`src/rtl/frame_serializer.sv`:
```
// Byte-FIFO-fed frame serializer: store-and-forward frames of sync header + payload bits, MSB first.
// Optional CRC8 trailer (poly 0x07) is enabled by defining FRAME_CRC_EN.
//
// state   | meaning
// IDLE    | waiting for a full frame of payload in the FIFO
// HEADER  | shifting out the sync header
// PAYLOAD | shifting out payload bytes, popping one per byte
// CRC     | shifting out the CRC8 trailer (FRAME_CRC_EN only)
// GAP     | valid held low between frames
module frame_serializer #(
  parameter int             HEADER_LEN     = 7,
  parameter logic [HEADER_LEN-1:0] HEADER_PATTERN = 7'b1110010,
  parameter int             PAYLOAD_BYTES  = 16,
  parameter int             FIFO_DEPTH     = 32,
  parameter int             GAP_CYCLES     = 4
) (
  input  logic                            clk,
  input  logic                            rst,
  input  logic [7:0]                      s_data,
  input  logic                            s_valid,
  output logic                            s_ready,
  output logic                            o_bit_valid,
  output logic                            o_bit_data,
  output logic                            o_frame_start,
  output logic                            o_busy,
  output logic [$clog2(FIFO_DEPTH):0]     o_fifo_count
);

  localparam int CW = $clog2(FIFO_DEPTH) + 1;
  localparam int AW = $clog2(FIFO_DEPTH);
  localparam int SW = (HEADER_LEN > 8) ? HEADER_LEN : 8;
  localparam int BW = $clog2(SW);
  localparam int NW = $clog2(PAYLOAD_BYTES + 1);
  localparam int GW = $clog2(GAP_CYCLES + 1);

  typedef enum logic [2:0] {
    ST_IDLE,
    ST_HEADER,
    ST_PAYLOAD,
    ST_CRC,
    ST_GAP
  } state_t;

  state_t state, next_state;

  logic [7:0]    mem [FIFO_DEPTH];
  logic [AW-1:0] wr_ptr, rd_ptr;
  logic [CW-1:0] count;
  logic [7:0]    head;
  logic          wr, pop, start;

  logic [SW-1:0] shreg;
  logic [BW-1:0] bit_idx;
  logic [NW-1:0] byte_cnt;
  logic [GW-1:0] gap_cnt;
  logic          last_byte;

`ifdef FRAME_CRC_EN
  logic [7:0] crc;

  function automatic logic [7:0] crc8_byte(input logic [7:0] c, input logic [7:0] d);
    logic [7:0] r;
    r = c ^ d;
    for (int i = 0; i < 8; i++)
      r = r[7] ? ({r[6:0], 1'b0} ^ 8'h07) : {r[6:0], 1'b0};
    return r;
  endfunction
`endif

  // FIFO
  assign s_ready      = !rst && (count != CW'(FIFO_DEPTH));
  assign wr           = s_valid && s_ready;
  assign head         = mem[rd_ptr];
  assign o_fifo_count = count;

  always_ff @(posedge clk) begin
    if (wr) mem[wr_ptr] <= s_data;
  end

  always_ff @(posedge clk) begin
    if (rst) begin
      wr_ptr <= '0;
      rd_ptr <= '0;
      count  <= '0;
    end else begin
      if (wr)  wr_ptr <= wr_ptr + 1'b1;
      if (pop) rd_ptr <= rd_ptr + 1'b1;
      case ({wr, pop})
        2'b10:   count <= count + 1'b1;
        2'b01:   count <= count - 1'b1;
        default: count <= count;
      endcase
    end
  end

  // FSM
  always_ff @(posedge clk) begin
    if (rst) state <= ST_IDLE;
    else     state <= next_state;
  end

  assign last_byte = (byte_cnt == NW'(PAYLOAD_BYTES - 1));

  always_comb begin
    next_state    = state;
    pop           = 1'b0;
    start         = 1'b0;
    o_bit_valid   = 1'b0;
    o_frame_start = 1'b0;
    o_busy        = 1'b1;
    case (state)
      ST_IDLE: begin
        o_busy = 1'b0;
        if (count >= CW'(PAYLOAD_BYTES)) begin
          start      = 1'b1;
          next_state = ST_HEADER;
        end
      end
      ST_HEADER: begin
        o_bit_valid   = 1'b1;
        o_frame_start = (bit_idx == BW'(HEADER_LEN - 1));
        if (bit_idx == '0) begin
          pop        = 1'b1;
          next_state = ST_PAYLOAD;
        end
      end
      ST_PAYLOAD: begin
        o_bit_valid = 1'b1;
        if (bit_idx == '0) begin
          if (!last_byte) pop = 1'b1;
`ifdef FRAME_CRC_EN
          else next_state = ST_CRC;
`else
          else next_state = ST_GAP;
`endif
        end
      end
`ifdef FRAME_CRC_EN
      ST_CRC: begin
        o_bit_valid = 1'b1;
        if (bit_idx == '0) next_state = ST_GAP;
      end
`endif
      ST_GAP: begin
        if (gap_cnt == '0) next_state = ST_IDLE;
      end
      default: next_state = ST_IDLE;
    endcase
  end

  assign o_bit_data = o_bit_valid & shreg[SW-1];

  // Datapath: one shift register carries header, payload and CRC bits
  always_ff @(posedge clk) begin
    if (rst) begin
      shreg    <= '0;
      bit_idx  <= '0;
      byte_cnt <= '0;
      gap_cnt  <= '0;
    end else begin
      if (start) begin
        shreg    <= SW'(HEADER_PATTERN) << (SW - HEADER_LEN);
        bit_idx  <= BW'(HEADER_LEN - 1);
        byte_cnt <= '0;
      end else if (o_bit_valid) begin
        if (pop) begin
          shreg   <= SW'(head) << (SW - 8);
          bit_idx <= BW'(7);
          if (state == ST_PAYLOAD) byte_cnt <= byte_cnt + 1'b1;
`ifdef FRAME_CRC_EN
        end else if (state == ST_PAYLOAD && bit_idx == '0) begin
          shreg   <= SW'(crc) << (SW - 8);
          bit_idx <= BW'(7);
`endif
        end else begin
          shreg   <= {shreg[SW-2:0], 1'b0};
          bit_idx <= bit_idx - 1'b1;
        end
      end
      if (next_state == ST_GAP && state != ST_GAP) gap_cnt <= GW'(GAP_CYCLES - 1);
      else if (state == ST_GAP && gap_cnt != '0)   gap_cnt <= gap_cnt - 1'b1;
    end
  end

`ifdef FRAME_CRC_EN
  always_ff @(posedge clk) begin
    if (rst)        crc <= '0;
    else if (start) crc <= '0;
    else if (pop)   crc <= crc8_byte(crc, head);
  end
`endif

endmodule

```
`config.mk`:
```
export PLATFORM = sky130hd
export DESIGN_NAME = frame_serializer
export DESIGN_NICKNAME = d
export VERILOG_FILES = /design/src/rtl/frame_serializer.sv
export SDC_FILE = /design/constraint.sdc
export NUM_CORES = 1
export LEC_CHECK = 0
export ABC_CLOCK_PERIOD_IN_PS = 4150
export CORE_MARGIN = 8
export CORE_UTILIZATION = 50
export DETAILED_ROUTE_END_ITERATION = 12
export GPL_TIMING_DRIVEN = 0
export PLACE_DENSITY = 0.72
export SLEW_MARGIN = 20
export SYNTH_ARGS = -nofsm -noshare
export SYNTH_HDL_FRONTEND = slang
export SYNTH_SLANG_ARGS = --single-unit
export TNS_END_PERCENT = 5
```
`constraint.sdc`:
```
create_clock -name clk -period 4.15 [get_ports clk]
set_input_delay 0.83 -clock clk [delete_from_list [all_inputs] [get_ports clk]]
set_output_delay 0.83 -clock clk [all_outputs]
set_load 0.01 [all_outputs]
```
==> flow_summary_export.csv, run 1 <==
group,metric,value,unit
synth,synth_nets,755,
global_routing,antenna_found_initial,0,
die,die_x,173,um
clock_network,postCtsHoldBufs,0,
synth,synthArstFlopShare,0,
clock_network,postCtsSetupBuffers,0,
synth,ys_seq_elements,299,
global_routing,grt.total_usage,0.178,
critical_path,r2r-start,"byte_cnt[0]",
clock_network,post_cts_resized,0,
critical_path,end_kind,"register",
pwr,p_leak,4.41,nW
die,dieHeight,173,um
final_layout,fillCellCount,1826,
clock_network,clk_path_buf_depth,3,
critical_path,arrival,4.20,ns
final_layout,final_cell_count_no_fill,1129,
timing,timing.fmax,264,MHz
timing,fin_skew,0.00922,ns
timing,finalHoldViolations,0,
pwr,switching_share,0.200,
routing,ant_nets,0,
die,row_count,57,
synth,ys_top_cells_by_area,"edfxtp_1 63%, mux4_2 7.3%, dfxtp_1 7.0%",
clock_network,cts_tree,"done",
timing,finalSetupTns,0,ns
final_layout,fin_nets,808,
global_routing,grt_pass1_wl,41.3,mm
pwr,power.density,453,mW/mm^2
clock_network,cts-root-buf,"clkbuf_16",
min_path,holdCritPathClass,"reg -> reg",
critical_path,cpPeakStageDelay,0.39,ns
synth,synth_most_common_cell,"edfxtp_1",
timing,whs,0.486,ns
final_layout,final_layout_size_suffix_gt1_frac,0.186,
clock_network,cts_buffers,30,
place,routabilityCongestion,0.820,
synth,synth_edf_count,256,
synth,syn-cell-area,0.0123,mm^2
routing,drc,0,
timing,setup_violations,0,
synth,yosys.area.top_type,"edfxtp_1",
final_layout,ff_latch_area,0.00855,mm^2
min_path,holdCritStartpoint,"shreg[0]",
die,core_area,0.0242,mm^2
routing,vias,6708,
clock_network,path_clk_slew,0.06,ns
final_layout,multi_input_area,0.00339,mm^2
place,hpwl,17.5,mm
run_status,status,"finished, final reports clean",
timing,fin_crit,3.79,ns
global_routing,grt_use_met1,0.239,
die,initial_core_util,0.506,
synth,avgSynthCellArea,16.8,um^2
global_routing,grt_max_degree,33,
pwr,p_sw,0.00126,W
final_layout,antennaDiodeCount,0,
pwr,intPower,0.00503,W
synth,netlist_instances,729,
critical_path,cp.required,4.56,ns
pwr,ir_drop,0.302,mV
clock_network,cts_max_level,1,
routing,drt_iter0_markers,685,
timing,worstMarginPinSlew,1.02,ns
routing,firstDrtPassIters,7,
critical_path,timing.critical_path.mode_cell,"ha_1",
synth,synth_common_cells,"256 x edfxtp_1, 66 x nor2_1, 43 x dfxtp_1, 40 x mux4_2, 21 x mux2_2",
critical_path,critPathSlowestCell,"a222oi_1",
global_routing,grt_overflow,0,
synth,synth_top_area_frac,0.626,
routing,viasPerCell,5.94,
synth,ys.flop_type,"edfxtp_1",
place,port-buffer-count,21,
timing,fin_crit_sh,0.914,
global_routing,grt_pass1_vias,6885,
synth,synth_warnings,0,
global_routing,met2_usage,0.290,
place,numPlacedInstances,1074,
critical_path,startpoint,"byte_cnt[0]",
critical_path,startpoint_type,"register",
routing,wl_per_cell,23.8,um
final_layout,area_growth_syn_to_layout,12.9,%
pwr,power_frac_clock,0.441,
die,io-pin-count,22,
critical_path,criticalPathCategory,"reg -> reg",
timing,relSlewSlack,0.318,
critical_path,cp_cell_sequence,"ha_1, and3_1, ha_1, or3b_1, a211o_1, clkinv_1, ha_1, clkbuf_1, xor2_1, ha_1, a21oi_1, o22ai_1, a222oi_1, or3_1, a21oi_1",
critical_path,cp_max_fo,9,
run,drv_cap,0,
timing,rsz0062_at_grt,"no",
clock_network,numClockSinks,299,
synth,ys_types,62,
global_routing,top_usage_layer,"met2",
routing,routed_wl,26.9,mm
global_routing,use_met3,0.0335,
timing,slew_violations,0,
die,die_area,0.0298,mm^2
pwr,seqPwrFrac,0.524,
pwr,p_comb_frac,0.035,
clock_network,clkLatencyLatePin,0.55,ns
synth,yosysSeqAreaShare,0.696,
worst max-delay path, delay by kind of cell, from the launching register on:
family / cells / cell delay [ns]
and+or+nand+nor: 3 / 0.71
AOI/OAI and AO/OA: 5 / 1.17
adders and majority gates: 4 / 0.82
buffers and inverters: 2 / 0.50
DFF: 1 / 0.34
xor gates and xnor gates: 1 / 0.12
worst paths after layout:
kind	to	slack (ns)	depth (start not counted)
worst min-delay path	shreg[0]	0.49	2
worst max register to register	o_fifo_count[4]	0.36	15
worst min register to register	shreg[0]	0.49	2
worst max-delay path	o_fifo_count[4]	0.36	15
layer usage:
layer  share of wire  vias up  wire length, um
met2            0.48      268            12800
met3           0.073       59             1970
met5          0.0024        -               65
met4           0.031        2              839
li1                -     2976                -
met1            0.42     3403            11200
flip-flops by register name (all words and copies together) (netlist names), named ones only:
name          count
o_fifo_count      6
mem             256
shreg             8
bit_idx           3
gap_cnt           3
byte_cnt          5
rd_ptr            5
state             3
wr_ptr            5
power groups by stage:
stage	logic [W]	clock network, W	registers [W]
2_1_floorplan	0.000127	0	0.00335
3_3_place_gp	0.000213	0	0.00336
3_5_place_dp	0.000224	0	0.00336
4_1_cts	0.000226	0.00279	0.00330
5_1_grt	0.000242	0.00291	0.00329
6_report	0.000222	0.00277	0.00329
layout by cell type, fill, tap and decap left out, drive strengths merged, types with 5 or more instances in the layout:
cell type | synthesis | final
o221ai | 7 | 7
xor2 | 10 | 10
and3 | 5 | 5
dfxtp | 43 | 43
nor2 | 67 | 67
or3 | 6 | 6
o22ai | 19 | 19
mux2 | 21 | 21
clkbuf | 13 | 50
mux2i | 14 | 14
ha | 15 | 15
bufinv | 0 | 5
clkdlybuf4s50 | 0 | 13
clkinv | 1 | 12
a21oi | 20 | 20
nand2b | 11 | 11
a211oi | 10 | 10
xnor2 | 6 | 6
nand3b | 6 | 6
buf | 26 | 34
inv | 15 | 16
nand3 | 6 | 6
mux4 | 51 | 51
edfxtp | 256 | 256
o21ai | 17 | 17
nand2 | 21 | 21
nor2b | 10 | 10
through the flow:
stage | utilization | setup slack, ns | total power (W) | cell area, um^2
floorplan | - | 0.806 | 0.00348 | 12300
global placement | 0.532 | 0.300 | 0.00357 | 12900
detailed placement | 0.532 | 0.237 | 0.00358 | 12900
CTS | 0.573 | 0.355 | 0.00632 | 13900
global route | 0.572 | 0.0586 | 0.00644 | 13900
finish | 0.572 | 0.358 | 0.00629 | 13900
area by class of cell:
class / instances / area share
Multi-Input combinational cell: 374 / 0.245
Inverter: 16 / 0.00433
Sequential cell: 299 / 0.616
Buffer: 40 / 0.0202
Timing Repair Buffer: 21 / 0.0123
Clock inverter: 18 / 0.0153
Clock buffer: 37 / 0.0576
Tap cell: 324 / 0.0292
cell families after synthesis:
family / Yosys count / share of synthesized area
DFF: 299 / 0.696
and+or+nand+nor: 159 / 0.0666
AOI/OAI and AO/OA: 98 / 0.0552
muxes: 86 / 0.128
buffers and inverters: 56 / 0.0277
xor gates and xnor gates: 16 / 0.0114
adders and majority gates: 15 / 0.0153
Note: power is estimated with default switching activity, not from simulation.
==> run 2: changes to the inputs <==
- PLACE_DENSITY: 0.72 -> 0.75
- SKIP_LAST_GASP: default -> 1
==> run 2 against run 1 <==
Against the previous run: clock power is 4% lower; sequential power about the same; combinational power barely moved; sequential cell count stayed put; cell count is 0.53% lower; first-iteration DRC count is 7.6% higher; maximum frequency decreased by 0.66%; core utilization is 0.26 points lower; cell area fell by 0.46%; die area did not move; highest routed layer is now met4.
==> flow_summary_export.csv, run 2 (synthesis results as in run 1) <==
group,metric,value,unit
run_status,status,"finished, final reports clean",
final_layout,utilization,0.569,
timing,timing.fmax,262,MHz
clock_network,postCtsHoldBufs,0,
global_routing,grt_pass1_vias,6682,
critical_path,criticalPathCategory,"reg -> reg",
timing,finalHoldViolations,0,
min_path,holdCritPathClass,"reg -> reg",
routing,drt_iter0_markers,737,
clock_network,cts_max_level,1,
critical_path,cp.required,4.55,ns
timing,slew_violations,0,
clock_network,clk_path_buf_depth,3,
global_routing,grt_pass1_wl,40.4,mm
final_layout,final_common_cell,"edfxtp_1",
routing,drc,0,
final_layout,fillCellCount,1843,
timing,fin_skew,0.0103,ns
die,dieHeight,173,um
clock_network,clkLatencyLatePin,0.55,ns
timing,rsz0062_at_grt,"no",
die,initial_core_util,0.506,
place,port-buffer-count,21,
final_layout,largest_reg_flops,256,
die,row_count,57,
final_layout,area_growth_syn_to_layout,12.4,%
final_layout,antennaDiodeCount,0,
final_layout,final_layout_size_suffix_gt1_frac,0.185,
global_routing,antenna_found_initial,0,
clock_network,path_clk_slew,0.07,ns
place,hpwl,17.0,mm
clock_network,cts_tree,"done",
clock_network,numClockSinks,299,
routing,vias,6752,
global_routing,grt_max_degree,33,
routing,routed_wl,26.8,mm
final_layout,multi_input_area,0.00339,mm^2
final_layout,ff_latch_area,0.00855,mm^2
pwr,ir_drop,0.360,mV
timing,setup_violations,0,
place,routabilityCongestion,0.859,
timing,relSlewSlack,0.321,
clock_network,cts-root-buf,"clkbuf_16",
die,io-pin-count,22,
pwr,p_leak,4.38,nW
die,die_area,0.0298,mm^2
timing,fin_crit,3.82,ns
critical_path,end_kind,"register",
clock_network,cts_buffers,29,
clock_network,postCtsSetupBuffers,0,
final_layout,final_cell_mix,"256 x edfxtp_1, 66 x nor2_1, 43 x dfxtp_1, 40 x mux4_2, 29 x clkbuf_16",
pwr,power.density,447,mW/mm^2
timing,fin_crit_sh,0.920,
timing,finalSetupTns,0,ns
clock_network,post_cts_resized,0,
routing,ant_nets,0,
die,die_x,173,um
global_routing,grt_overflow,0,
global_routing,grt.total_usage,0.175,
die,core_area,0.0242,mm^2
run,drv_cap,0,
critical_path,arrival,4.22,ns
routing,firstDrtPassIters,5,
final_layout,fin_nets,807,
routing,wl_per_cell,23.9,um
final_layout,max_flop_register,"mem",
routing,viasPerCell,6.01,
timing,worstMarginPinSlew,1.01,ns
critical_path,startpoint_type,"register",
critical_path,cp_max_fo,9,
run 2: final timing paths:
path | from | depth (start not counted) | endpoint | slack, ns
worst max-delay path | byte_cnt[0] | 15 | o_fifo_count[4] | 0.33
worst min-delay path | shreg[0] | 2 | shreg[0] | 0.48
worst max register to register | byte_cnt[0] | 15 | o_fifo_count[4] | 0.33
worst min register to register | shreg[0] | 2 | shreg[0] | 0.48
run 2: critical path, stage by stage, from the launching register on:
cell	delay (ns)
dfxtp_1	0.33
ha_1	0.21
and3_1	0.19
ha_1	0.23
or3b_1	0.39
a211o_1	0.32
clkinv_1	0.24
ha_1	0.20
clkbuf_1	0.28
xor2_1	0.12
ha_1	0.19
a21oi_1	0.23
o22ai_1	0.13
a222oi_1	0.39
or3_1	0.16
a21oi_1	0.06
run 2: cell type report:
class | instances | share of cell area
flip-flops and latches | 299 | 0.619
multi-input cells | 374 | 0.246
clock buffers | 34 | 0.0539
well taps | 324 | 0.0294
plain buffers | 40 | 0.0203
clock inverters | 15 | 0.0147
repair buffers | 21 | 0.0123
inverters | 16 | 0.00435
run 2: power breakdown:
part,leakage [nW],switching [W],internal (W),total [W]
clock network,0.454,0.00108,0.00158,0.00266
logic,1.28,0.000140,0.0000818,0.000222
registers,2.65,0.0000145,0.00328,0.00329
run 2: metal layers:
layer,vias up,routed length (um),share of wire,global-route usage
met5,-,0,0,0
met4,0,823,0.031,0.0539
met3,63,2420,0.090,0.0462
met2,323,12400,0.46,0.277
met1,3390,11200,0.42,0.236
li1,2976,-,-,-
run 2: stage by stage:
step / setup slack [ns] / instances / total power, W / hold slack [ns] / area (um^2)
floorplan: 0.806 / 729 / 0.00348 / 0.453 / 12300
global placement: 0.327 / 1074 / 0.00358 / 0.471 / 12900
detailed placement: 0.331 / 1074 / 0.00358 / 0.472 / 12900
CTS: 0.319 / 1123 / 0.00621 / 0.481 / 13800
global route: 0.000416 / 1123 / 0.00634 / 0.510 / 13800
finish: 0.333 / 1123 / 0.00617 / 0.482 / 13800
==> run 3: changes to the inputs <==
- CORE_UTILIZATION: 50 -> 40
- PLACE_DENSITY: 0.75 -> 0.64
==> run 3 against run 2 <==
Against the previous run: first-iteration DRC count fell by 13%; cell count rose by 7.2%; sequential share of layout area fell by 1.4 points; largest cell class unchanged; combinational power barely moved; critical path depth did not move.
==> flow_summary_export.csv, run 3 (synthesis results as in run 1) <==
group,metric,value,unit
critical_path,cp_cell_sequence,"ha_1, and3_1, ha_1, or3b_1, a211o_1, clkinv_1, ha_1, clkbuf_1, xor2_1, ha_1, a21oi_1, o22ai_1, a222oi_1, or3_1, a21oi_1",
place,port-buffer-count,21,
run_status,status,"finished, final reports clean",
critical_path,cpPeakStageDelay,0.39,ns
final_layout,largest_reg_flops,256,
place,place_ws,0.337,ns
die,die_x,191,um
final_layout,fin_area,0.0141,mm^2
die,initial_core_util,0.404,
routing,wl_per_cell,22.5,um
die,dieHeight,191,um
clock_network,numClockSinks,299,
final_layout,final_cell_mix,"256 x edfxtp_1, 66 x nor2_1, 43 x dfxtp_1, 40 x mux4_2, 31 x clkbuf_16",
routing,viasPerCell,5.48,
timing,fin_crit,3.82,ns
min_path,worstHoldEndpoint,"shreg[0]",
critical_path,rr_worst_depth,15,
final_layout,antennaDiodeCount,0,
critical_path,cp.required,4.57,ns
timing,fin_crit_sh,0.920,
timing,worstMarginPinSlew,0.974,ns
place,place_area,0.0130,mm^2
timing,setup_violations,0,
critical_path,rrSetupSlack,0.33,ns
routing,drc,0,
critical_path,startpoint_type,"register",
die,io-pin-count,22,
timing,fin_skew,0.0152,ns
clock_network,cts_buffers,31,
final_layout,fin_nets,809,
critical_path,critPathSlowestCell,"or3b_1",
clock_network,clkLatencyLatePin,0.57,ns
clock_network,cts-root-buf,"clkbuf_16",
timing,timing.fmax,262,MHz
run,drv_cap,0,
clock_network,post_cts_resized,0,
timing,slew_violations,0,
global_routing,grt_overflow,0,
routing,drt_iter0_markers,640,
routing,ant_nets,0,
timing,finalSetupTns,0,ns
pwr,power.density,471,mW/mm^2
timing,finalHoldViolations,0,
critical_path,reg2reg_to,"o_fifo_count[4]",
routing,vias,6603,
die,die_area,0.0366,mm^2
pwr,ir_drop,0.303,mV
critical_path,criticalPathCategory,"reg -> reg",
clock_network,clk_path_buf_depth,3,
min_path,hold_depth,2,
routing,firstDrtPassIters,5,
timing,relSlewSlack,0.349,
clock_network,cts_tree,"done",
clock_network,postCtsHoldBufs,0,
place,routabilityCongestion,0.815,
timing,whs,0.497,ns
die,row_count,64,
place,hpwl,17.5,mm
die,core_area,0.0304,mm^2
global_routing,grt_pass1_vias,6614,
critical_path,cp_max_fo,9,
final_layout,final_layout_size_suffix_gt1_frac,0.198,
min_path,holdCritStartpoint,"shreg[0]",
critical_path,arrival,4.24,ns
global_routing,antenna_found_initial,0,
final_layout,max_flop_register,"mem",
global_routing,grt_pass1_wl,40.9,mm
critical_path,timing.critical_path.mode_cell,"ha_1",
routing,routed_wl,27.1,mm
critical_path,r2r-start,"byte_cnt[0]",
clock_network,path_clk_slew,0.06,ns
clock_network,postCtsSetupBuffers,0,
global_routing,grt.total_usage,0.148,
pwr,p_leak,4.49,nW
final_layout,area_growth_syn_to_layout,15.0,%
final_layout,utilization,0.464,
critical_path,end_kind,"register",
global_routing,grt_max_degree,33,
clock_network,cts_max_level,1,
timing,rsz0062_at_grt,"no",
final_layout,final_common_cell,"edfxtp_1",
timing,worst_slack,0.331,ns
min_path,holdCritPathClass,"reg -> reg",
-- run 3: where the power goes --
part	internal, W	switching (W)	leakage [nW]
sequential	0.00328	0.0000140	2.65
combinational	0.0000817	0.000140	1.28
clock	0.00197	0.00117	0.568
-- run 3: worst max-delay path by stage --
stage / slack (ns) / start / cells past startpoint / end
2_1_floorplan: 0.81 / byte_cnt[0] / 15 / o_fifo_count[4]
3_3_place_gp: 0.35 / rst / 14 / o_fifo_count[4]
3_5_place_dp: 0.34 / rst / 14 / o_fifo_count[4]
4_1_cts: 0.34 / byte_cnt[0] / 15 / o_fifo_count[4]
5_1_grt: 0.07 / byte_cnt[0] / 15 / o_fifo_count[4]
6_report: 0.33 / byte_cnt[0] / 15 / o_fifo_count[4]
-- run 3: cell type report --
| cell class | count | area [um^2] |
|---|---|---|
| timing repair buffer | 21 | 170 |
| sequential | 299 | 8550 |
| fill | 2631 | 16300 |
| tap | 396 | 495 |
| inverter | 16 | 60.1 |
| buffer | 40 | 280 |
| multi-input combinational | 374 | 3390 |
| clock inverter | 15 | 307 |
| clock buffer | 43 | 871 |
-- run 3: stage by stage --
step | cells | total power [W]
floorplan | 729 | 0.00348
global placement | 1146 | 0.00358
detailed placement | 1146 | 0.00358
CTS | 1204 | 0.00670
global route | 1204 | 0.00685
finish | 1204 | 0.00666
-- run 3: worst max-delay path, delay by kind of cell (launching register included) --
| kind | cells | cell delay (ns) |
|---|---|---|
| and+or+nand+nor | 3 | 0.73 |
| AOI/OAI and AO/OA | 5 | 1.15 |
| adders and majority gates | 4 | 0.81 |
| xor gates and xnor gates | 1 | 0.12 |
| buffers and inverters | 2 | 0.54 |
| DFF | 1 | 0.33 |
-- run 3: per-layer routing --
| layer | share of wire | vias to the layer above | track usage |
|---|---|---|---|
| met1 | 0.45 | 3374 | 0.206 |
| met3 | 0.064 | 36 | 0.0272 |
| met2 | 0.47 | 205 | 0.235 |
| met5 | 0 | - | 0 |
| met4 | 0.021 | 0 | 0.0403 |
| li1 | - | 2988 | - |
